[src/rtl/mfrc522_pkg.sv]
// rtl/mfrc522_pkg.sv - shared types and helpers for the MFRC-522 SPI register blocks
//
// Purpose : state encoding, read/write direction bit and address-byte
//           formatting shared by the register-read and register-write masters.
// Ports   : none (package).

package mfrc522_pkg;

    typedef enum logic [2:0] {
        IDLE     = 3'd0,
        SCK_LO   = 3'd1,
        SCK_HI   = 3'd2,
        BYTE_END = 3'd3,
        CS_HOLD  = 3'd4,
        DONE     = 3'd5
    } state_t;

    // MSB of the MFRC-522 address byte: 1 = read, 0 = write.
    localparam logic READ_BIT = 1'b1;

    // MFRC-522 address byte layout: {R/W, addr[5:0], 0}.
    function automatic logic [7:0] mfrc522_addr_byte(input logic i_rnw,
                                                     input logic [5:0] i_addr);
        return {i_rnw, i_addr, 1'b0};
    endfunction

endpackage

[src/rtl/spi_clk_div.sv]
// rtl/spi_clk_div.sv - SCK phase timer for the MFRC-522 SPI masters
//
// Purpose : counts CLK_DIV clock cycles while enabled and flags the last
//           cycle of each phase; the count restarts at 0 after phase_end or
//           whenever the enable drops.
// Ports   : i_clk       system clock
//           i_rst       asynchronous active-high reset
//           i_en        count enable (high while a timed phase is active)
//           o_phase_end high on the last cycle of the current phase

module spi_clk_div #(
    parameter int CLK_DIV = 1
) (
    input  logic i_clk,
    input  logic i_rst,
    input  logic i_en,
    output logic o_phase_end
);

    localparam logic [7:0] DIV_LAST = 8'(CLK_DIV - 1);

    logic [7:0] r_cnt;

    assign o_phase_end = i_en && (r_cnt == DIV_LAST);

    always_ff @(posedge i_clk or posedge i_rst) begin
        if (i_rst) begin
            r_cnt <= '0;
        end else if (!i_en || o_phase_end) begin
            r_cnt <= '0;
        end else begin
            r_cnt <= r_cnt + 8'd1;
        end
    end

endmodule

[src/rtl/read_from_reg.sv]
// rtl/read_from_reg.sv - SPI mode-0 master reading MFRC-522 registers
//
// Purpose : sends the read-address byte {1, addr, 0} N times followed by 0x00
//           (N = max(len,1)), shifts in N+1 MISO bytes, drops the first and
//           presents each following byte on rd_data with a rd_valid pulse.
//           Ends with a one-cycle done pulse.
// Option  : READ_FROM_REG_MISO_SYNC_EN - when defined, MISO goes through a
//           2-flop synchronizer before sampling (requires CLK_DIV >= 3).
// Ports   : clk      system clock
//           reset    asynchronous active-high reset
//           start    one-cycle request, accepted only in IDLE
//           addr     register address [5:0]
//           len      data bytes to read, 0 treated as 1
//           MISO     serial data from the MFRC-522
//           MOSI     serial data to the MFRC-522
//           SCK      SPI clock, idle low
//           SDA      chip select, active low
//           rd_data  most recently received byte
//           rd_valid one-cycle pulse when rd_data is new
//           done     one-cycle pulse at end of transaction
//           busy     high from start acceptance until done

module read_from_reg
    import mfrc522_pkg::*;
#(
    parameter int CLK_DIV = 1
) (
    input  logic       clk,
    input  logic       reset,
    input  logic       start,
    input  logic [5:0] addr,
    input  logic [3:0] len,
    input  logic       MISO,
    output logic       MOSI,
    output logic       SCK,
    output logic       SDA,
    output logic [7:0] rd_data,
    output logic       rd_valid,
    output logic       done,
    output logic       busy
);

    generate
        if (CLK_DIV < 1 || CLK_DIV > 255) begin : g_bad_clk_div
            $error("read_from_reg: CLK_DIV must be in 1..255");
        end
`ifdef READ_FROM_REG_MISO_SYNC_EN
        if (CLK_DIV < 3) begin : g_bad_sync_div
            $error("read_from_reg: MISO synchronizer needs CLK_DIV >= 3");
        end
`endif
    endgenerate

    state_t     r_state;
    state_t     w_next_state;

    logic [7:0] r_ra;        // latched read-address byte
    logic [3:0] r_n;         // number of data bytes
    logic [3:0] r_bit;       // bits shifted in the current byte, 0..8
    logic [3:0] r_byte;      // current byte index, 0..N
    logic [7:0] r_tx;        // MOSI shift register, MSB is on the wire
    logic [7:0] r_rx;        // MISO shift register

    logic       w_miso;
    logic       w_phase_end;
    logic       w_div_en;
    logic [3:0] w_bit_inc;
    logic [3:0] w_byte_inc;
    logic       w_byte_last;
    logic [7:0] w_ra;
    logic [3:0] w_n;
    logic [7:0] w_next_tx;

`ifdef READ_FROM_REG_MISO_SYNC_EN
    logic r_miso_s1;
    logic r_miso_s2;

    always_ff @(posedge clk or posedge reset) begin
        if (reset) begin
            r_miso_s1 <= 1'b0;
            r_miso_s2 <= 1'b0;
        end else begin
            r_miso_s1 <= MISO;
            r_miso_s2 <= r_miso_s1;
        end
    end

    assign w_miso = r_miso_s2;
`else
    assign w_miso = MISO;
`endif

    spi_clk_div #(
        .CLK_DIV(CLK_DIV)
    ) u_clk_div (
        .i_clk      (clk),
        .i_rst      (reset),
        .i_en       (w_div_en),
        .o_phase_end(w_phase_end)
    );

    assign w_ra        = mfrc522_addr_byte(READ_BIT, addr);
    assign w_n         = (len == 4'd0) ? 4'd1 : len;
    assign w_bit_inc   = r_bit + 4'd1;
    assign w_byte_inc  = r_byte + 4'd1;
    assign w_byte_last = (r_byte == r_n);
    // The byte after the last address repeat is the 0x00 trailer that clocks
    // out the final data byte.
    assign w_next_tx   = (w_byte_inc == r_n) ? 8'h00 : r_ra;

    // State register
    always_ff @(posedge clk or posedge reset) begin
        if (reset) begin
            r_state <= IDLE;
        end else begin
            r_state <= w_next_state;
        end
    end

    // Next-state logic
    always_comb begin
        w_next_state = r_state;
        case (r_state)
            IDLE: begin
                if (start) begin
                    w_next_state = SCK_LO;
                end
            end
            SCK_LO: begin
                if (w_phase_end) begin
                    w_next_state = SCK_HI;
                end
            end
            SCK_HI: begin
                if (w_phase_end) begin
                    w_next_state = (w_bit_inc == 4'd8) ? BYTE_END : SCK_LO;
                end
            end
            BYTE_END: begin
                w_next_state = w_byte_last ? CS_HOLD : SCK_LO;
            end
            CS_HOLD: begin
                if (w_phase_end) begin
                    w_next_state = DONE;
                end
            end
            DONE: begin
                w_next_state = IDLE;
            end
            default: begin
                w_next_state = IDLE;
            end
        endcase
    end

    // Output decode: only the timed phases run the divider
    always_comb begin
        w_div_en = 1'b0;
        case (r_state)
            SCK_LO, SCK_HI, CS_HOLD: w_div_en = 1'b1;
            default:                 w_div_en = 1'b0;
        endcase
    end

    // Registered outputs and datapath
    always_ff @(posedge clk or posedge reset) begin
        if (reset) begin
            MOSI     <= 1'b0;
            SCK      <= 1'b0;
            SDA      <= 1'b1;
            rd_data  <= 8'h00;
            rd_valid <= 1'b0;
            done     <= 1'b0;
            busy     <= 1'b0;
            r_ra     <= 8'h00;
            r_n      <= 4'd0;
            r_bit    <= 4'd0;
            r_byte   <= 4'd0;
            r_tx     <= 8'h00;
            r_rx     <= 8'h00;
        end else begin
            rd_valid <= 1'b0;
            done     <= 1'b0;
            case (r_state)
                IDLE: begin
                    if (start) begin
                        r_ra   <= w_ra;
                        r_n    <= w_n;
                        r_tx   <= w_ra;
                        MOSI   <= w_ra[7];
                        SDA    <= 1'b0;
                        busy   <= 1'b1;
                        r_bit  <= 4'd0;
                        r_byte <= 4'd0;
                    end
                end
                SCK_LO: begin
                    if (w_phase_end) begin
                        SCK <= 1'b1;
                    end
                end
                SCK_HI: begin
                    if (w_phase_end) begin
                        // Sample on the last high cycle; MOSI moves together
                        // with the falling edge so it is never changed while
                        // SCK is high.
                        SCK   <= 1'b0;
                        r_rx  <= {r_rx[6:0], w_miso};
                        r_bit <= w_bit_inc;
                        if (w_bit_inc != 4'd8) begin
                            r_tx <= {r_tx[6:0], 1'b0};
                            MOSI <= r_tx[6];
                        end
                    end
                end
                BYTE_END: begin
                    // Byte 0 arrives while the address goes out; it carries
                    // no register data.
                    if (r_byte != 4'd0) begin
                        rd_data  <= r_rx;
                        rd_valid <= 1'b1;
                    end
                    if (!w_byte_last) begin
                        r_byte <= w_byte_inc;
                        r_bit  <= 4'd0;
                        r_tx   <= w_next_tx;
                        MOSI   <= w_next_tx[7];
                    end
                end
                CS_HOLD: begin
                    if (w_phase_end) begin
                        SDA <= 1'b1;
                    end
                end
                DONE: begin
                    done <= 1'b1;
                    busy <= 1'b0;
                end
                default: begin
                end
            endcase
        end
    end

endmodule

[config.mk]
export PLATFORM = sky130hd
export DESIGN_NAME = read_from_reg
export DESIGN_NICKNAME = d
export VERILOG_FILES = /design/src/rtl/mfrc522_pkg.sv /design/src/rtl/spi_clk_div.sv /design/src/rtl/read_from_reg.sv
export SDC_FILE = /design/constraint.sdc
export NUM_CORES = 1
export LEC_CHECK = 0
export CORE_MARGIN = 5
export CORE_UTILIZATION = 40
export DETAILED_ROUTE_END_ITERATION = 10
export PLACE_DENSITY = 0.7
export SLEW_MARGIN = 20
export SYNTH_ARGS = -nofsm -noshare
export SYNTH_HDL_FRONTEND = slang
export SYNTH_SLANG_ARGS = --single-unit
[constraint.sdc]
create_clock -name clk -period 2.3 [get_ports clk]
set_input_delay 0.46 -clock clk [delete_from_list [all_inputs] [get_ports clk]]
set_output_delay 0.46 -clock clk [all_outputs]
set_load 0.02 [all_outputs]
==> results of run 1 <==
-- routing by layer --
metal / wire, µm / GRT usage, % / part of all wire, % / vias to the layer above
met5: 0 / 0 / 0 / -
met4: 111 / 7.08 / 2.1 / 0
met3: 205 / 3.54 / 3.9 / 10
met2: 2440 / 21.2 / 46 / 32
met1: 2510 / 18.5 / 48 / 936
li1: - / - / - / 949
-- through the flow --
stage | std cells | hold WS (ns) | total power [µW] | setup TNS [ns]
floorplan | 252 | 0.440 | 2690 | 0
global placement | 361 | 0.458 | 3190 | 0
detailed placement | 361 | 0.464 | 3230 | -0.00517
CTS | 377 | 0.418 | 4370 | 0
global route | 377 | 0.431 | 4630 | 0
finish | 377 | 0.418 | 4330 | 0
-- state kept, by name, indices dropped and copies added, names as in the netlist --
| name | flops |
|---|---|
| rd_data | 8 |
| r_rx | 8 |
| r_bit | 4 |
| SCK | 1 |
| r_tx | 6 |
| r_n | 4 |
| rd_valid | 1 |
| MOSI | 1 |
| done | 1 |
| SDA | 1 |
| r_state | 3 |
| r_byte | 4 |
| u_clk_div.r_cnt | 8 |
| r_ra | 7 |
| busy | 1 |
-- power breakdown --
part           total, µW  internal [µW]  switching (µW)
combinational       1560            791             773
clock               1120            714             406
sequential          1640           1380             257
total               4330           2890            1440
-- final timing paths --
check | from | to | slack (ns) | cells after the start
worst max-delay path | u_clk_div.r_cnt[0] | r_tx[1] | 0.23 | 8
worst min-delay path | reset | rd_data[2] | 0.42 | 2
worst max register to register | u_clk_div.r_cnt[0] | r_tx[1] | 0.23 | 8
worst min register to register | r_ra[7] | r_ra[7] | 0.47 | 1
max in group asynchronous | reset | SDA | 1.34 | 3
min in group clk | r_ra[7] | r_ra[7] | 0.47 | 1
-- area by class of cell --
cell class / instances / area share, %
clock inverters: 6 / 3.06
flip-flops and latches: 58 / 42.3
well taps: 80 / 2.91
repair buffers: 39 / 10.9
inverters: 17 / 1.86
multi-input cells: 167 / 35.3
clock buffers: 10 / 3.71
-- cell families (layout without fill, tap and decap cells) --
| group | count (synthesis) | after routing |
|---|---|---|
| fa+ha+maj | 6 | 6 |
| buf+inv | 27 | 72 |
| compound gates | 45 | 45 |
| flops | 58 | 58 |
| simple gates | 73 | 73 |
| mux | 28 | 28 |
| xor+xnor | 15 | 15 |
-- cell usage in the layout, fill, tap and decap left out, drive strengths merged, types with 3 or more instances in the layout --
| cell | count |
|---|---|
| xor2 | 10 |
| a31oi | 5 |
| nand2b | 3 |
| xnor2 | 4 |
| o21ai | 19 |
| nor2 | 16 |
| bufinv | 3 |
| mux2 | 27 |
| clkinv | 3 |
| ha | 6 |
| clkdlybuf4s50 | 27 |
| nand3 | 11 |
| o22ai | 3 |
| inv | 17 |
| nor2b | 8 |
| nand2 | 19 |
| dfrtp | 57 |
| clkbuf | 10 |
| and3 | 3 |
| o31ai | 3 |
| a21oi | 7 |
| buf | 12 |
==> flow_summary_export.csv, run 1 <==
group,metric,value,unit
logic_synthesis,synth_fp_nets,272,
finish,final_area,0.00344,mm²
setup_path,max_stage_delay,0.42,ns
pwr,cellPowerDensity,1260,mW/mm²
logic_synthesis,netlist.area_leader.share,51.5,%
logic_synthesis,synth_warnings,0,
timing,worst_pin_slew,0.984,ns
logic_synthesis,ys_top_cells_by_area,"dfrtp_1, mux2_2, o21ai_0",
logic_synthesis,synth_compound_area_share,10.0,%
logic_synthesis,ys.flop_type,"dfrtp_1",
setup_path,critPathSlowestCell,"dfrtp_1",
logic_synthesis,synth_edf_count,0,
placed_design,hpwl,3630,µm
setup_path,crit_type,"register to register",
setup_path,cp-end-kind,"register",
timing,fin_crit_sh,89.8,%
global_route,grtUsageTotal,14.0,%
finish,diodes,0,
timing,max_freq,484,MHz
timing,hold_viol,0,
finish,layout-drive-gt1-share,18.9,%
drt,dr.pass1.iters,4,
setup_path,startpoint_type,"register",
setup_path,crit_family,"compound AO/OA/AOI/OAI gates",
placed_design,port_buffers,27,
global_route,antenna_found_initial,0,
timing,max_slew_margin,33.3,%
finish,fin_nets,312,
die,core,0.00676,mm²
cts,cts.sinks,58,
cts,post_cts_resized,0,
worst_hold_path,worst_hold_path_type,"input pin to async pin",
drt,ant_nets,0,
pwr,ir_drop,0.607,mV
cts,root_buffer,"clkbuf_8",
logic_synthesis,ys_seq_area_share,52.5,%
drt,drt_iter0_drc,66,
setup_path,path_max_fanout,7,
global_route,grt_pass1_wl,9540,µm
timing,slew_violations,0,
logic_synthesis,synth_top_family_by_area,"simple AND/OR/NAND/NOR gates",
die,die_h,93.2,µm
placed_design,place_congestion,0.833,
drt,drc_errors,0,
timing,timing.final.crit_period,2.07,ns
finish,syn_to_final_growth,24.1,%
placed_design,post-place-ws,-0.00517,ns
finish,regArea,0.00145,mm²
logic_synthesis,async_flop_share,100,%
logic_synthesis,netlist_instances,252,
cts,worstSkewPairLatency,0.34,ns
drt,avgRoutedWirePerCell,14.0,µm
timing,timing.final.ws_setup,0.234,ns
die,die_w,93.2,µm
cts,clk_pin_slew,0.07,ns
cts,cts_buffers,9,
die,initial_core_util,41.0,%
cts,clock_path_buffers,2,
finish,multi_input_area,0.00121,mm²
die,die_area,0.00869,mm²
run,max_cap_violations,0,
drt,wl,5260,µm
cts,cts_setup_buffers,0,
die,num_rows,30,
cts,cts_tree,"done",
timing,fin_worst_skew,0.0131,ns
status,outcome,"finished, final reports clean",
timing,setup_viol_count_final,0,
logic_synthesis,syn_area_per_cell,11.0,µm²
cts,ctsHoldBuffers,0,
setup_path,cp_cell_sequence,"inv_1 -> ha_1 -> nor3b_2 -> a311oi_1 -> a211o_1 -> nor2b_1 -> buf_4 -> mux2_1",
finish,utilization,50.9,%
global_route,grt_max_degree,29,
logic_synthesis,yosysMostFrequentCell,"dfrtp_1",
logic_synthesis,synth_adder_area_share,2.71,%
logic_synthesis,synth-simple-area-share,14.0,%
logic_synthesis,synth_top_cells_by_count,"dfrtp_1, mux2_2, nand2_1",
placed_design,dpl_cell_area,0.00320,mm²
cts,htree_levels,3,
die,ios,28,
logic_synthesis,yosysTopAreaCell,"dfrtp_1",
logic_synthesis,yosys.area_share.xor_xnor,5.51,%
pwr,p_leak,0.00150,µW
global_route,grt_pass1_vias,2021,
setup_path,cp.required,2.51,ns
finish,num-fill-cells,621,
drt,detailroute.via_count,1927,
logic_synthesis,ys_ff_latch,58,
drt,via_per_inst,5.11,
timing,rsz0062_at_grt,"no",
setup_path,path_buf_inv,2,
logic_synthesis,netlist_area,0.00277,mm²
setup_path,worstPathArrival,2.27,ns
global_route,grt_overflow,0,
logic_synthesis,synth.distinct_cells,47,
logic_synthesis,muxShareOfSynthArea,11.3,%
No activity file was read; power rests on OpenSTA's default activity.
==> run 2: changes to the inputs <==
--- a/config.mk
+++ b/config.mk
@@ -9,7 +9,6 @@
 export CORE_UTILIZATION = 40
 export DETAILED_ROUTE_END_ITERATION = 10
 export PLACE_DENSITY = 0.7
-export SLEW_MARGIN = 20
 export SYNTH_ARGS = -nofsm -noshare
 export SYNTH_HDL_FRONTEND = slang
 export SYNTH_SLANG_ARGS = --single-unit
==> results of run 2 <==
Same layout as run 1: the final DEF is identical, and so are final timing and power.
==> RTL change (flow settings as in run 1) <==
Re-encode `state_t` (6 states) as one-hot, 6 bits wide.
--- a/src/rtl/mfrc522_pkg.sv
+++ b/src/rtl/mfrc522_pkg.sv
@@ -7,11 +7,11 @@
 package mfrc522_pkg;
 
-    typedef enum logic [2:0] {
-        IDLE     = 3'd0,
-        SCK_LO   = 3'd1,
-        SCK_HI   = 3'd2,
-        BYTE_END = 3'd3,
-        CS_HOLD  = 3'd4,
-        DONE     = 3'd5
+    typedef enum logic [5:0] {
+        IDLE     = 6'b000001,
+        SCK_LO   = 6'b000010,
+        SCK_HI   = 6'b000100,
+        BYTE_END = 6'b001000,
+        CS_HOLD  = 6'b010000,
+        DONE     = 6'b100000
     } state_t;
 
Check against the original RTL: no difference found for any inputs over 10 cycles, from zero or initial values and one cycle with reset high; not proved beyond that.
==> RTL change against run 1 <==
Combinational power fell by 33%; design area is 4.8% higher; global-route usage is 0.43 points lower; total power down 19%; routed wire length is 3.8% higher; worst setup slack got worse by 0.045 ns; sequential cell count is 3 higher; critical path depth down 3; clock power down 13%; via count is 2.1% higher; area after synthesis grew 6.4%; non-clock buffer count is 2 higher; highest routed layer unchanged.
==> RTL change: results (changes against run 1) <==
stage,metric,value,unit,change
outcome,status,"complete, no violations",,unchanged
final_layout,n_fill_cell,660,,was 621
global_route,use_met2,0.210,,was 0.212
route,wl,5460,microns,was 5260 microns
final_layout,inverters_excl_clock,12,,was 17
final_layout,signal_buffers,41,,was 39
route,wl_met2,2620,microns,was 2440 microns
global_route,grt_pass1_vias,2067,,was 2021
final_layout,clk_share,0.0559,,was 0.0677
timing,worst_hold_slack,0.485,ns,was 0.418 ns
power_and_ir_drop,p_clk_frac,0.277,,was 0.259
synthesis,netlist.area_leader.share,0.501,,was 0.515
worst_setup_path,reg2reg_from,r_state[4],,was u_clk_div.r_cnt[0]
synthesis,synthMuxAreaShare,0.137,,was 0.113
route,routed-wl-met3,160,microns,was 205 microns
final_layout,multi_input_area,1320,sq um,was 1210 sq um
place,placed_area,3390,sq um,was 3200 sq um
power_and_ir_drop,power_switching,0.00110,W,was 0.00144 W
final_layout,drive_above_1_share,0.244,,was 0.189
route,wl_per_cell,13.9,microns,was 14.0 microns
final_layout,regArea,1530,sq um,was 1450 sq um
worst_setup_path,slowest_stage,or4_4,,was dfrtp_1
final_layout,nMultiInputCombCells,165,,was 167
synthesis,syn_nets,266,,was 272
power_and_ir_drop,intPower,0.00242,W,was 0.00289 W
global_route,grt.total_usage,0.136,,was 0.140
worst_setup_path,arrival,2.34,ns,was 2.27 ns
timing,slew_headroom,0.629,,was 0.333
global_route,grt_max_degree,28,,was 29
place,gp_congestion,0.778,,was 0.833
worst_setup_path,critPathMaxFanout,8,,was 7
power_and_ir_drop,combPwrFrac,0.300,,was 0.362
timing,worst_slack,0.188,ns,was 0.234 ns
die,die_x,95.8,microns,was 93.2 microns
synthesis,synth_common_cells,"dfrtp_1 (59), mux2_2 (23), nor2_1 (16), inv_1 (12), nand3_1 (11)",,"was dfrtp_1 (57), mux2_2 (19), nand2_1 (19), o21ai_0 (18)"
place,dp_cells,377,,was 361
global_route,grt_pass1_wl,9540,microns,about the same
route,vias_per_cell,4.99,,was 5.11
route,wl_met1,2570,microns,was 2510 microns
power_and_ir_drop,max-vdd-ir-drop,0.529,mV,was 0.607 mV
global_route,grt_use_met3,0.0399,,was 0.0354
synthesis,synth_fa_ha_area_frac,0.0255,,was 0.0271
final_layout,buf_share,0.108,,was 0.109
synthesis,synth_compound_area_frac,0.0909,,was 0.100
worst_setup_path,slowest_delay,0.58,ns,was 0.42 ns
power_and_ir_drop,p_leak,1.70,nW,was 1.50 nW
worst_setup_path,ff2ff_path_depth,5,,was 8
route,drt_iter0_markers,85,,was 66
synthesis,yosysSeqAreaShare,0.519,,was 0.525
worst_setup_path,r2r_slack,0.19,ns,was 0.23 ns
final_layout,multi_input_area_share,0.365,,was 0.353
worst_setup_path,cp_top_family,simple AND/OR/NAND/NOR gates,,was compound AO/OA/AOI/OAI gates
final_layout,nets,310,,was 312
synthesis,synth-xor-area-share,0.0506,,was 0.0551
RTL change: changes by cell type in the layout (fill, tap and decap cells not counted), sizes merged, moves of 3 or more:
| cell | before | now |
|---|---|---|
| nand2 | 19 | 7 |
| o21ai | 19 | 10 |
| nor2b | 8 | 0 |
| and3 | 3 | 9 |
| a221o | 0 | 5 |
| mux2 | 27 | 32 |
| nor3 | 2 | 7 |
| a21oi | 7 | 4 |
| a31oi | 5 | 2 |
| and2 | 1 | 4 |
| nand3b | 0 | 3 |
| o31ai | 3 | 0 |
| xnor2 | 4 | 7 |
RTL change: worst min path at each step:
stage | startpoint | end | cells after the start
2_1_floorplan | r_ra[7] | r_ra[7] | 1
3_3_place_gp | r_ra[7] | r_ra[7] | 1
3_5_place_dp | r_ra[7] | r_ra[7] | 1
4_1_cts | reset | rd_data[6] | 2
5_1_grt | r_ra[7] | r_ra[7] | 1
6_report | reset | r_rx[7] | 2
